### config.mk
export PLATFORM = sky130hd
export DESIGN_NAME = rv32c_compressor
export DESIGN_NICKNAME = d
export VERILOG_FILES = /design/src/rtl/rv32c_compressor.sv
export SDC_FILE = /design/constraint.sdc
export NUM_CORES = 1
export LEC_CHECK = 0
export ABC_AREA = 1
export BUFFER_PORTS_ARGS = -buffer_cell sky130_fd_sc_hd__buf_4
export CAP_MARGIN = 40
export CORE_MARGIN = 1.5
export CORE_UTILIZATION = 45
export DETAILED_ROUTE_END_ITERATION = 16
export PLACE_DENSITY_LB_ADDON = 0.15
export SETUP_SLACK_MARGIN = 0.5
export SYNTH_ARGS = -nofsm -noshare
export SYNTH_HDL_FRONTEND = slang
export SYNTH_SLANG_ARGS = --single-unit
export TNS_END_PERCENT = 100
### constraint.sdc
create_clock -name iCLK -period 2.5 [get_ports iCLK]
set_input_delay 0.125 -clock iCLK [delete_from_list [all_inputs] [get_ports iCLK]]
set_output_delay 0.125 -clock iCLK [all_outputs]
set_load 0.05 [all_outputs]
### src/rtl/rv32c_compressor.sv
// rv32c_compressor: streams RV32I instructions, rewrites compressible ones as RV32C and packs halfwords into fetch words.
// Define RV32C_COMPRESS_LDST_EN to also compress lw/sw into c.lw/c.sw.
module rv32c_compressor #(
  parameter int CNT_W = 16
) (
  input  logic             iCLK,
  input  logic             iRST,
  input  logic             iVALID,
  output logic             oREADY,
  input  logic [31:0]      iINSTR,
  input  logic             iFLUSH,
  output logic             oVALID,
  input  logic             iREADY,
  output logic [31:0]      oWORD,
  output logic             oPENDING,
  output logic [CNT_W-1:0] oSAVED
);
  typedef enum logic {EMPTY, HALF} state_t;
  state_t r_state, w_state;
  logic [15:0] r_residue, w_residue, w_c16, w_ldst;
  logic [31:0] r_word, w_word;
  logic [CNT_W-1:0] r_saved;
  logic r_valid, w_valid, w_accept, w_is_c;
  logic [6:0] w_op, w_f7;
  logic [4:0] w_rd, w_rs1, w_rs2;
  logic [2:0] w_f3;
  logic [11:0] w_imm;
  logic w_is_addi, w_is_add, w_imm_small, w_rd_p;
  logic w_addi4spn, w_li, w_caddi, w_mv, w_cadd, w_lw, w_sw;
  assign w_op = iINSTR[6:0];
  assign w_rd = iINSTR[11:7];
  assign w_f3 = iINSTR[14:12];
  assign w_rs1 = iINSTR[19:15];
  assign w_rs2 = iINSTR[24:20];
  assign w_f7 = iINSTR[31:25];
  assign w_imm = iINSTR[31:20];
  assign w_is_addi = w_op == 7'h13 && w_f3 == 3'b000;
  assign w_is_add = w_op == 7'h33 && w_f3 == 3'b000 && w_f7 == 7'd0;
  assign w_imm_small = &w_imm[11:5] | ~|w_imm[11:5];
  assign w_rd_p = w_rd[4:3] == 2'b01;
  assign w_addi4spn = w_is_addi && w_rs1 == 5'd2 && w_rd_p && w_imm != 12'd0 &&
                      w_imm[1:0] == 2'b00 && w_imm[11:10] == 2'b00;
  assign w_li = w_is_addi && w_rs1 == 5'd0 && w_rd != 5'd0 && w_imm_small;
  assign w_caddi = w_is_addi && w_rs1 == w_rd && w_rd != 5'd0 && w_imm != 12'd0 && w_imm_small;
  assign w_mv = w_is_add && w_rs1 == 5'd0 && w_rd != 5'd0 && w_rs2 != 5'd0;
  assign w_cadd = w_is_add && w_rs1 == w_rd && w_rd != 5'd0 && w_rs2 != 5'd0;
`ifdef RV32C_COMPRESS_LDST_EN
  logic [11:0] w_soff;
  assign w_soff = {iINSTR[31:25], iINSTR[11:7]};
  assign w_lw = w_op == 7'h03 && w_f3 == 3'b010 && w_rd_p && w_rs1[4:3] == 2'b01 &&
                w_imm[1:0] == 2'b00 && w_imm[11:7] == 5'd0;
  assign w_sw = w_op == 7'h23 && w_f3 == 3'b010 && w_rs1[4:3] == 2'b01 && w_rs2[4:3] == 2'b01 &&
                w_soff[1:0] == 2'b00 && w_soff[11:7] == 5'd0;
  assign w_ldst = w_lw ? {3'b010, w_imm[5:3], w_rs1[2:0], w_imm[2], w_imm[6], w_rd[2:0], 2'b00}
                       : {3'b110, w_soff[5:3], w_rs1[2:0], w_soff[2], w_soff[6], w_rs2[2:0], 2'b00};
`else
  assign w_lw = 1'b0;
  assign w_sw = 1'b0;
  assign w_ldst = 16'd0;
`endif
  assign w_c16 = w_addi4spn ? {3'b000, w_imm[5:4], w_imm[9:6], w_imm[2], w_imm[3], w_rd[2:0], 2'b00} :
                 w_li       ? {3'b010, w_imm[5], w_rd, w_imm[4:0], 2'b01} :
                 w_caddi    ? {3'b000, w_imm[5], w_rd, w_imm[4:0], 2'b01} :
                 (w_lw | w_sw) ? w_ldst :
                 w_mv       ? {4'b1000, w_rd, w_rs2, 2'b10} :
                              {4'b1001, w_rd, w_rs2, 2'b10};
  assign w_is_c = w_addi4spn | w_li | w_caddi | w_lw | w_sw | w_mv | w_cadd;
  assign oREADY = ~r_valid | iREADY;
  assign w_accept = iVALID & oREADY;
  assign oVALID = r_valid;
  assign oWORD = r_word;
  assign oPENDING = r_state == HALF;
  assign oSAVED = r_saved;
  always_comb begin
    w_state = r_state;
    w_residue = r_residue;
    w_word = r_word;
    w_valid = r_valid & ~iREADY;
    if (w_accept && r_state == EMPTY) begin
      w_state = w_is_c ? HALF : EMPTY;
      w_residue = w_is_c ? w_c16 : r_residue;
      w_word = w_is_c ? r_word : iINSTR;
      w_valid = w_is_c ? w_valid : 1'b1;
    end else if (w_accept) begin
      w_state = w_is_c ? EMPTY : HALF;
      w_residue = w_is_c ? r_residue : iINSTR[31:16];
      w_word = {w_is_c ? w_c16 : iINSTR[15:0], r_residue};
      w_valid = 1'b1;
    end else if (iFLUSH && r_state == HALF && oREADY) begin
      w_state = EMPTY;
      w_word = {16'h0001, r_residue};
      w_valid = 1'b1;
    end
  end
  always_ff @(posedge iCLK) begin
    if (iRST) begin
      r_state <= EMPTY;
      r_residue <= 16'd0;
      r_word <= 32'd0;
      r_valid <= 1'b0;
      r_saved <= '0;
    end else begin
      r_state <= w_state;
      r_residue <= w_residue;
      r_word <= w_word;
      r_valid <= w_valid;
      if (w_accept && w_is_c && ~&r_saved) r_saved <= r_saved + 1'b1;
    end
  end
endmodule

# Word-level counts from Yosys, hierarchy flattened
# Index checks and enable logic that the tools add are counted.
[totals]
wordCells = 90
regBits = 66
inputBits = 37
[classes]
n_reduce_logical = 43
mux = 22
eq_ne = 8
bitwise_logic = 11
addsub = 1
[op_table]
columns = ["op", "n"]
rows = [
  ["$mux 16", 8],
  ["$mux 32", 4],
  ["$logic_and 1x1->1", 26],
  ["$add 16x1->16 const B", 1],
  ["$reduce_and 16->1", 1],
  ["$mux 13", 1],
  ["$reduce_bool 12->1", 1],
  ["$reduce_bool 5->1", 2],
  ["$mux 1", 9],
  ["$eq 7x5->1 const B", 1],
  ["$eq 7x6->1 const B", 1],
  ["$logic_not 7->1", 1],
  ["$reduce_and 7->1", 1],
  ["$reduce_or 7->1", 1],
  ["$or 1x1->1", 6],
  ["$eq 5x2->1 const B", 1],
  ["$eq 5x5->1", 1],
  ["$logic_not 5->1", 1],
  ["$logic_not 2->1", 2],
  ["$ne 2x2->1 const B", 2],
  ["$logic_not 3->1", 1],
  ["$not 1->1", 3],
  ["$reduce_and 3->1", 1],
  ["$reduce_bool 3->1", 1],
  ["6 further kinds", 8],
]

# Longest topological paths before layout
# Gate-level depths: netlist of the first run.
[logic_depth]
word_depth = 14
mapped_depth = 17

# Worst setup path after synthesis of the first run
# No wires, ideal clock.
[synth_timing]
path_kind = "register -> register"
startpoint = "reg r_saved[0] (netlist: oSAVED[0])"
endpoint = "reg r_saved[13] (netlist: oSAVED[13])"
stages_incl_launch_ff = 10
n_path_buf = 1
period_less_slack_ns = 2.442
path_slack_ns = 0.058
arrival_ns = 2.309
setup_ns = 0.132
path_cell_list = "dfxtp_1 -> ha_1 -> nand3_1 -> nor3_1 -> inv_1 -> nor3_1 -> nand3_1 -> clkbuf_1 -> nand4_1 -> a21oi_1"
[synth_via]
elab_chain_cells = 3
elab_cells_between_ends = 4
cone_classes = "1 x add/sub; 3 x reduce/logical"
[synth_lines]
columns = ["item", "line_no", "text"]
rows = [
  ["start, declared", "22", "logic [CNT_W-1:0] r_saved;"],
  ["start signal, assigned", "107", "if (w_accept && w_is_c && ~&r_saved) r_saved <= r_saved + 1'b1;"],
  ["parallel branches: the longest is 3 deep, another holds $add 16x1->16", "n/a", ""],
]
# Parallel ways; which one is timed is not known.
# A chain may end at the register's enable or synchronous reset.

# Worst setup path after layout of the first run
[layout_timing]
startpoint = "in iINSTR[12]"
endpoint = "reg r_saved[11] (netlist: oSAVED[11])"
[layout_via]
elab_chain_cells = 13
elab_cells_between_ends = 28
cone_classes = "4 x bitwise; 24 x reduce/logical"
[layout_lines]
columns = ["item", "line_no", "text"]
rows = [
  ["start, declared", "10", "input logic [31:0] iINSTR,"],
  ["$logic_not 3->1 *", "37, 38", ""],
  ["$logic_and 1x1->1", "37", "assign w_is_addi = w_op == 7'h13 && w_f3 == 3'b000;"],
  ["$logic_and 1x1->1 (4 in series)", "41", "assign w_addi4spn = w_is_addi && w_rs1 == 5'd2 && w_rd_p && w_imm != 12'd0 &&"],
  ["$logic_and 1x1->1", "42", "w_imm[1:0] == 2'b00 && w_imm[11:10] == 2'b00;"],
  ["$or 1x1->1 (3 in series)", "67", "assign w_is_c = w_addi4spn | w_li | w_caddi | w_lw | w_sw | w_mv | w_cadd;"],
  ["$or 1x1->1 *", "67", ""],
  ["$logic_and 1x1->1 * (2 in series)", "107", ""],
]
# Every way passes the cells marked *; elsewhere a longest branch is shown, timed or not.

==> results of run 1 <==
cell usage in the layout, fill, tap and decap left out, types with 9 or more instances in the layout:
cell	synthesis	final
sky130_fd_sc_hd__nand2_1	189	188
sky130_fd_sc_hd__buf_4	0	103
sky130_fd_sc_hd__nor3_1	20	9
sky130_fd_sc_hd__dfxtp_1	66	59
sky130_fd_sc_hd__a21oi_1	31	29
sky130_fd_sc_hd__clkbuf_8	0	10
sky130_fd_sc_hd__o21ai_0	56	55
sky130_fd_sc_hd__nor2_1	108	105
sky130_fd_sc_hd__nand3_1	46	43
sky130_fd_sc_hd__nor3_2	1	9
sky130_fd_sc_hd__nand4_1	19	19
sky130_fd_sc_hd__inv_1	81	80
layout make-up:
cell class                 instances  share of cell area
multi-input combinational        511              0.4693
clock inverter                     5            0.006506
clock buffer                      11             0.03020
tap                              108             0.02509
inverter                          86             0.06041
timing repair buffer             108              0.1605
sequential                        66              0.2479
cells by family (layout without fill, tap and decap cells):
kind of cell | count (synthesis) | after routing | share of synthesized area
compound gates | 93 | 93 | 0.1151
xor+xnor | 9 | 9 | 0.01909
fa+ha+maj | 1 | 1 | 0.003029
buf+inv | 113 | 210 | 0.1115
flops | 66 | 66 | 0.3199
simple gates | 406 | 408 | 0.4314
timing repair:
item,in CTS,in global routing
pin swaps,1,6
hold endpoints to repair,0,0
gates cloned,0,2
hold buffers,0,0
buffers inserted,0,5
setup endpoints to repair,18,61
resized for setup,4,35
worst register-to-register path, delay by kind of cell, from the launching register on:
family / cells / cell delay (ns)
adder cells (fa/ha/maj): 1 / 0.21
AO/OA/AOI/OAI: 1 / 0.15
flip-flops: 1 / 0.37
AND/OR/NAND/NOR: 4 / 0.70
buffers and inverters: 2 / 0.27
XOR/XNOR: 1 / 0.14
how the worst max path moves through the flow:
stage | from | to | cells past startpoint
after floorplan | oSAVED[6] | oSAVED[14] | 7
after global placement | iINSTR[9] | r_residue[2] | 13
after detailed placement | iINSTR[5] | oSAVED[11] | 12
after CTS | oVALID | oWORD[21] | 13
after global routing | iINSTR[12] | oSAVED[11] | 14
final | iINSTR[12] | oSAVED[11] | 14
stage by stage:
| stage | instances | utilization | hold slack [ns] |
|---|---|---|---|
| 6_report | 895 | 0.6115 | 0.09597 |
| 3_3_place_gp | 872 | 0.5615 | 0.4563 |
| 5_1_grt | 895 | 0.6115 | 0.1020 |
| 4_1_cts | 888 | 0.5858 | 0.08143 |
| 2_1_floorplan | 688 | - | 0.2894 |
| 3_5_place_dp | 872 | 0.5615 | 0.4541 |
flip-flops by register name, summed over array words and instances (netlist names):
name       cells
oVALID         1
oSAVED        16
oWORD         32
oPENDING       1
r_residue     16
where the power goes:
part	switching (mW)	internal, mW
Sequential	0.0218	1.08
Clock	0.453	0.450
Combinational	0.375	0.183
routing by layer:
metal | up-vias | share of wire
met5 | - | 0
met1 | 2185 | 0.46
met3 | 26 | 0.076
met2 | 215 | 0.45
li1 | 2387 | -
met4 | 0 | 0.021
==> run summary, run 1 <==
GRT
------------------------------------------------------------------------------------
Largest net degree at the start of global routing                                 52
Wire length of the first global-routing pass                                21.44 mm
GRT Residual Overflow                                                              0
Met3 Track Usage GR                                                          0.04397
Global-route met2 utilization                                                 0.4207
Via count of the first global-routing pass                                      4306
Gr usage total                                                                0.2734
Layer with the highest usage after global routing                               met2
Antenna violations before repair                                                   0
M1 GR Usage                                                                   0.3927

ROUTE
------------------------------------------------------------------------------------
First-pass iteration count of the detailed router                                 12
DRC errors left                                                                    6
DR vias                                                                         4813
Wire length per cell                                                        15.08 um
DR vias/cell                                                                   5.378
First DRT Iteration DRCs                                                         376
Routed Antenna Nets                                                                0
Total wire length                                                           13.50 mm

FINISH
------------------------------------------------------------------------------------
Multi-input gate area                                                       2527 um2
Seq. cell area                                                              1335 um2
N_diodes                                                                           0
Area grow syn2layout                                                          30.38%
Count of nets after finishing                                                    820
Design area                                                                 5385 um2
Ratio of cells with drive above 1 in the final layout                         0.2274
Filler cell count in the final layout                                            879

TIMING
------------------------------------------------------------------------------------
Final hold viol count                                                              0
Count of final setup violators                                                     0
Relative slew slack                                                           0.5619
Post-route clock period utilization                                           0.7688
Worst Setup Slack, final                                                   0.5780 ns
Max Clk Rate                                                               520.3 MHz
Clock tree skew after final layout                                        0.01579 ns
Actual transition at the worst max-transition pin                          0.6521 ns
Time the worst path needs with I/O delays and setup                         1.922 ns
Total Negative Setup Slacks                                                     0 ns
Setup repair after global routing missed its margin                              yes
Final Slew Violations                                                              0

FLOORPLAN
------------------------------------------------------------------------------------
Die height                                                                  98.81 um
Initial Utilization                                                           0.4690
Horizontal extent of the die                                                98.81 um
Placeable Area                                                              8806 um2
I/O pins                                                                          88
Area of the die                                                             9762 um2
Site Rows                                                                         34

SYNTH
------------------------------------------------------------------------------------
Cell taking the most area after synthesis                               sky130_fd_sc_hd__dfxtp_1
Synth top area share                                                          0.3199
Number of unique standard cell types used by synthesis                            32
Synth Net Count                                                                  726
EDFF count, synth                                                                  0
Syn avg cell area                                                          6.003 um2
Primary flip-flop cell chosen by synthesis mapping                      sky130_fd_sc_hd__dfxtp_1
Post-synthesis cell area                                                    4130 um2
Leading post-synthesis cells by instance count                          189 x sky130_fd_sc_hd__nand2_1, 108 x sky130_fd_sc_hd__nor2_1, 81 x sky130_fd_sc_hd__inv_1
Dominant cell by count in the synthesized netlist                       sky130_fd_sc_hd__nand2_1
Cell count after synthesis                                                       688
Post-synthesis async set-or-reset flop share                                       0
Cell types with the largest area share after synthesis                  sky130_fd_sc_hd__dfxtp_1 32%, sky130_fd_sc_hd__nand2_1 17%, sky130_fd_sc_hd__nor2_1 9.8%
Yosys warns                                                                        0
Fraction of the yosys area taken by sequential cells                          0.3199
Flops & latches, synth                                                            66

SETUP PATH
------------------------------------------------------------------------------------
Reg-to-reg startpoint                                                      oSAVED[0]
Max stage delay on crit path                                                 0.25 ns
Path depth of the worst reg2reg path                                               9
Crit-path most repeated cell                                            sky130_fd_sc_hd__nor2_1
Launching element type of the critical path                               input port
Maximum fanout along the worst path                                               10
R2R Setup Slk                                                                0.59 ns
Worst EP required                                                            2.74 ns
Count of buffering cells on the critical path with inverters included              4
Slowest cell on the critical path                                       sky130_fd_sc_hd__nand3_1
Endpoint of the lowest-slack register-to-register path                     oSAVED[8]
Series of cell instances along the critical path                        buf_4 > nor2_1 > nand2_1 > nor2_2 > inv_1 > nor2_1 > nand3_1 > inv_1 > nor2_4 > buf_12 > nor2_4 > nand3_1 > o21ai_0 > nor2_1
Kind of end point of the critical path                                     flip-flop
Worst Path Class, Setup                                                       in2reg
Gate family responsible for the most delay along the worst path         simple AND/OR/NAND/NOR gates
Crit path DAT                                                                2.16 ns

POWER
------------------------------------------------------------------------------------
Leakage power total                                                         2.575 nW
Power density normalized to cell area                                   476.5 nW/um2
Peak supply drop                                                           0.2499 mV
Post-route total power                                                      2.566 mW

CTS
------------------------------------------------------------------------------------
Clock transition at path regs                                                0.08 ns
Root buf cell                                                           sky130_fd_sc_hd__clkbuf_8
CTS H-tree lvls                                                                    3
Skew-Pair Late Insertion Delay                                               0.35 ns
Number of CTS-inserted buffers                                                     9
CTS max path bufs                                                                  2
# clock sinks                                                                     66
Clock tree from TritonCTS                                                        yes

MIN PATH
------------------------------------------------------------------------------------
Cell count of the worst hold path                                                  3
Worst Hold Class                                                              in2reg
Hold path start                                                           iINSTR[29]
Terminating pin of the worst hold path                                  r_residue[13]

JOB
------------------------------------------------------------------------------------
Max-capacitance violation count                                                    0

RUN STATUS
------------------------------------------------------------------------------------
Violated checks                                                         design-rule violations
Result of the run                                                       finished with violations

PLACE
------------------------------------------------------------------------------------
IO buf count                                                                      87
Final estimated routing congestion in global placement                        0.9357
Standard cell area after detailed placement                                 4945 um2
Pre-CTS worst setup slack                                                  0.1777 ns
Estimated wirelength of the detail-placed design                            10.11 mm

Power figures use the tool's default switching activity.
==> inputs of run 2 (changes only) <==
==> constraint.sdc (replaced) <==
create_clock -name iCLK -period 2 [get_ports iCLK]
set_input_delay 0.1 -clock iCLK [delete_from_list [all_inputs] [get_ports iCLK]]
set_output_delay 0.1 -clock iCLK [all_outputs]
set_load 0.05 [all_outputs]
==> run 2 against run 1 <==
Against the previous run: the flow still finishes with violations (design-rule violations); die area unchanged; clock skew fell by 0.0047 ns; routed wire length rose by 32%; utilization rose by 19 points; clock power grew 39%; sequential share of layout area down 5.7 points; sequential cell count is the same; critical path depth down 5; largest cell class unchanged; highest routed layer unchanged.
==> run summary, run 2 (same netlist as run 1, synthesis figures left out) <==
GRT
------------------------------------------------------------------------------------
Largest net degree at the start of global routing                                 30   was 52
Antenna violations before repair                                                   0   unchanged
GRT Residual Overflow                                                              0   unchanged
Wire length of the first global-routing pass                                26.29 mm   was 21.44 mm
Via count of the first global-routing pass                                      5168   was 4306
Gr usage total                                                                0.3443   was 0.2734

ROUTE
------------------------------------------------------------------------------------
Wire length per cell                                                        17.94 um   was 15.08 um
First-pass iteration count of the detailed router                                 12   unchanged
First DRT Iteration DRCs                                                         421   was 376
Total wire length                                                           17.76 mm   was 13.50 mm
Routed Antenna Nets                                                                0   unchanged
DR vias/cell                                                                   5.620   was 5.378
DR vias                                                                         5564   was 4813
DRC errors left                                                                    9   was 6

FINISH
------------------------------------------------------------------------------------
Flip-flop count of the largest register, all copies and words added               32   unchanged
N_diodes                                                                           0   unchanged
Final design utilization                                                      0.8024   was 0.6115
Filler cell count in the final layout                                            607   was 879
Non-Filler Instances                                                             990   was 895
Area grow syn2layout                                                          71.07%   was 30.38%
Count of nets after finishing                                                    915   was 820
Ratio of cells with drive above 1 in the final layout                         0.4512   was 0.2274
Seq. cell area                                                              1346 um2   was 1335 um2
Most used cells in the layout excluding fill and tap cells              160 x sky130_fd_sc_hd__buf_4, 158 x sky130_fd_sc_hd__nand2_1, 87 x sky130_fd_sc_hd__nor2_1   was 188 x sky130_fd_sc_hd__nand2_1, 105 x sky130_fd_sc_hd__nor2_1, 103 x sky130_fd_sc_hd__buf_4
Most common cell after layout, fill and taps aside                      sky130_fd_sc_hd__buf_4   was sky130_fd_sc_hd__nand2_1
Multi-input gate area                                                       3169 um2   was 2527 um2

SETUP PATH
------------------------------------------------------------------------------------
Maximum fanout along the worst path                                                6   was 10
Gate family responsible for the most delay along the worst path         simple AND/OR/NAND/NOR gates   unchanged
Launching element type of the critical path                                flip-flop   was input port
Worst EP required                                                            2.23 ns   was 2.74 ns
Crit path DAT                                                                1.96 ns   was 2.16 ns
Slowest cell on the critical path                                       sky130_fd_sc_hd__dfxtp_4   was sky130_fd_sc_hd__nand3_1
Worst Path Class, Setup                                                      reg2reg   was in2reg
Count of buffering cells on the critical path with inverters included              2   was 4
Max stage delay on crit path                                                 0.36 ns   was 0.25 ns
Kind of end point of the critical path                                     flip-flop   unchanged
Series of cell instances along the critical path                        ha_4 > nand3_4 > nor3_4 > inv_2 > nor3_4 > nand3_4 > buf_6 > nand4_1 > a21oi_1   was buf_4 > nor2_1 > nand2_1 > nor2_2 > inv_1 > nor2_1 > nand3_1 > inv_1 > nor2_4 > buf_12 > nor2_4 > nand3_1 > o21ai_0 > nor2_1

CTS
------------------------------------------------------------------------------------
# clock sinks                                                                     66   unchanged
CTS H-tree lvls                                                                    3   unchanged
Root buf cell                                                           sky130_fd_sc_hd__clkbuf_8   unchanged
Cts-stage hold buffer count                                                        0   unchanged
CTS max path bufs                                                                  2   unchanged
Skew-Pair Late Insertion Delay                                               0.36 ns   was 0.35 ns
Number of CTS-inserted buffers                                                     9   unchanged
Clock transition at path regs                                                0.08 ns   about the same
Clock tree from TritonCTS                                                        yes   unchanged

TIMING
------------------------------------------------------------------------------------
Time the worst path needs with I/O delays and setup                         1.734 ns
Max Clk Rate                                                               576.8 MHz
Relative slew slack                                                           0.4547   was 0.5619
Count of final setup violators                                                     0   unchanged
Actual transition at the worst max-transition pin                          0.8171 ns   was 0.6521 ns
Post-route clock period utilization                                           0.8669
Clock tree skew after final layout                                        0.01108 ns   was 0.01579 ns
Total Negative Setup Slacks                                                     0 ns   unchanged
Final Slew Violations                                                              0   unchanged
Final-layout worst hold slack                                              0.1018 ns   was 0.09597 ns
Setup repair after global routing missed its margin                              yes   unchanged
Final hold viol count                                                              0   unchanged

RUN STATUS
------------------------------------------------------------------------------------
Violated checks                                                         design-rule violations   unchanged
Result of the run                                                       finished with violations   unchanged

FLOORPLAN
------------------------------------------------------------------------------------
Site Rows                                                                         34   unchanged
Horizontal extent of the die                                                98.81 um   unchanged
I/O pins                                                                          88   unchanged
Initial Utilization                                                           0.4690   unchanged
Die height                                                                  98.81 um   unchanged
Placeable Area                                                              8806 um2   unchanged
Area of the die                                                             9762 um2   unchanged

PLACE
------------------------------------------------------------------------------------
Cell count after placement                                                       916   was 872
IO buf count                                                                      87   unchanged
Final estimated routing congestion in global placement                        0.9832   was 0.9357
Estimated wirelength of the detail-placed design                            11.54 mm   was 10.11 mm

POWER
------------------------------------------------------------------------------------
Peak supply drop                                                           0.5569 mV   was 0.2499 mV
Leakage power total                                                         3.355 nW   was 2.575 nW
Power density normalized to cell area                                   520.5 nW/um2   was 476.5 nW/um2

MIN PATH
------------------------------------------------------------------------------------
Worst Hold Class                                                              in2reg   unchanged

JOB
------------------------------------------------------------------------------------
Max-capacitance violation count                                                    0   unchanged

==> run 2: cell type report <==
class	instances	share of cell area
multi-input combinational	511	0.4486
clock buffer	13	0.02391
tap	108	0.01913
sequential	66	0.1905
inverter	86	0.04888
timing repair inverter	2	0.001948
clock inverter	3	0.006552
timing repair buffer	201	0.2605
==> run 2: final timing paths <==
path / start / endpoint / slack [ns] / depth (start not counted)
min: iINSTR[13] / oWORD[13] / 0.10 / 5
max: oSAVED[0] / oSAVED[5] / 0.27 / 9
min reg2reg: oWORD[4] / oWORD[4] / 0.47 / 2
max reg2reg: oSAVED[0] / oSAVED[5] / 0.27 / 9
==> run 2: routing by layer <==
layer / up-vias / global-route usage / share of wire
met1: 2585 / 0.4418 / 0.40
met2: 309 / 0.5708 / 0.48
met3: 78 / 0.04823 / 0.073
met5: - / 0 / 0
met4: 0 / 0.1637 / 0.045
li1: 2592 / - / -
==> run 2: timing repair <==
item | CTS | global route
gates resized for setup | 129 | 125
gates cloned | 8 | 1
setup buffers | 40 | 9
pin swaps | 57 | 57
endpoints found under the setup margin | 63 | 66
==> run 2: tightest hold or removal path, cell delays in order <==
cell and delay (ns):
sky130_fd_sc_hd__buf_6 0.10, sky130_fd_sc_hd__nand2_1 0.05, sky130_fd_sc_hd__nand2_1 0.05, sky130_fd_sc_hd__nand2_1 0.06, sky130_fd_sc_hd__a21oi_1 0.05
==> run 2: report_power, final <==
| part | switching (mW) | internal, mW |
|---|---|---|
| sequential | 0.0265 | 1.35 |
| combinational | 0.631 | 0.421 |
| clock | 0.565 | 0.682 |
==> run 2: through the flow <==
stage / setup slack, ns / cell area [um2] / power (mW)
after detailed placement: -0.1544 / 5434 / 2.164
after global routing: 0.1516 / 7066 / 3.790
after floorplan: 0.1711 / 4354 / 1.863
after CTS: 0.3626 / 6558 / 3.559
after global placement: -0.1991 / 5434 / 2.158
final: 0.2662 / 7066 / 3.677
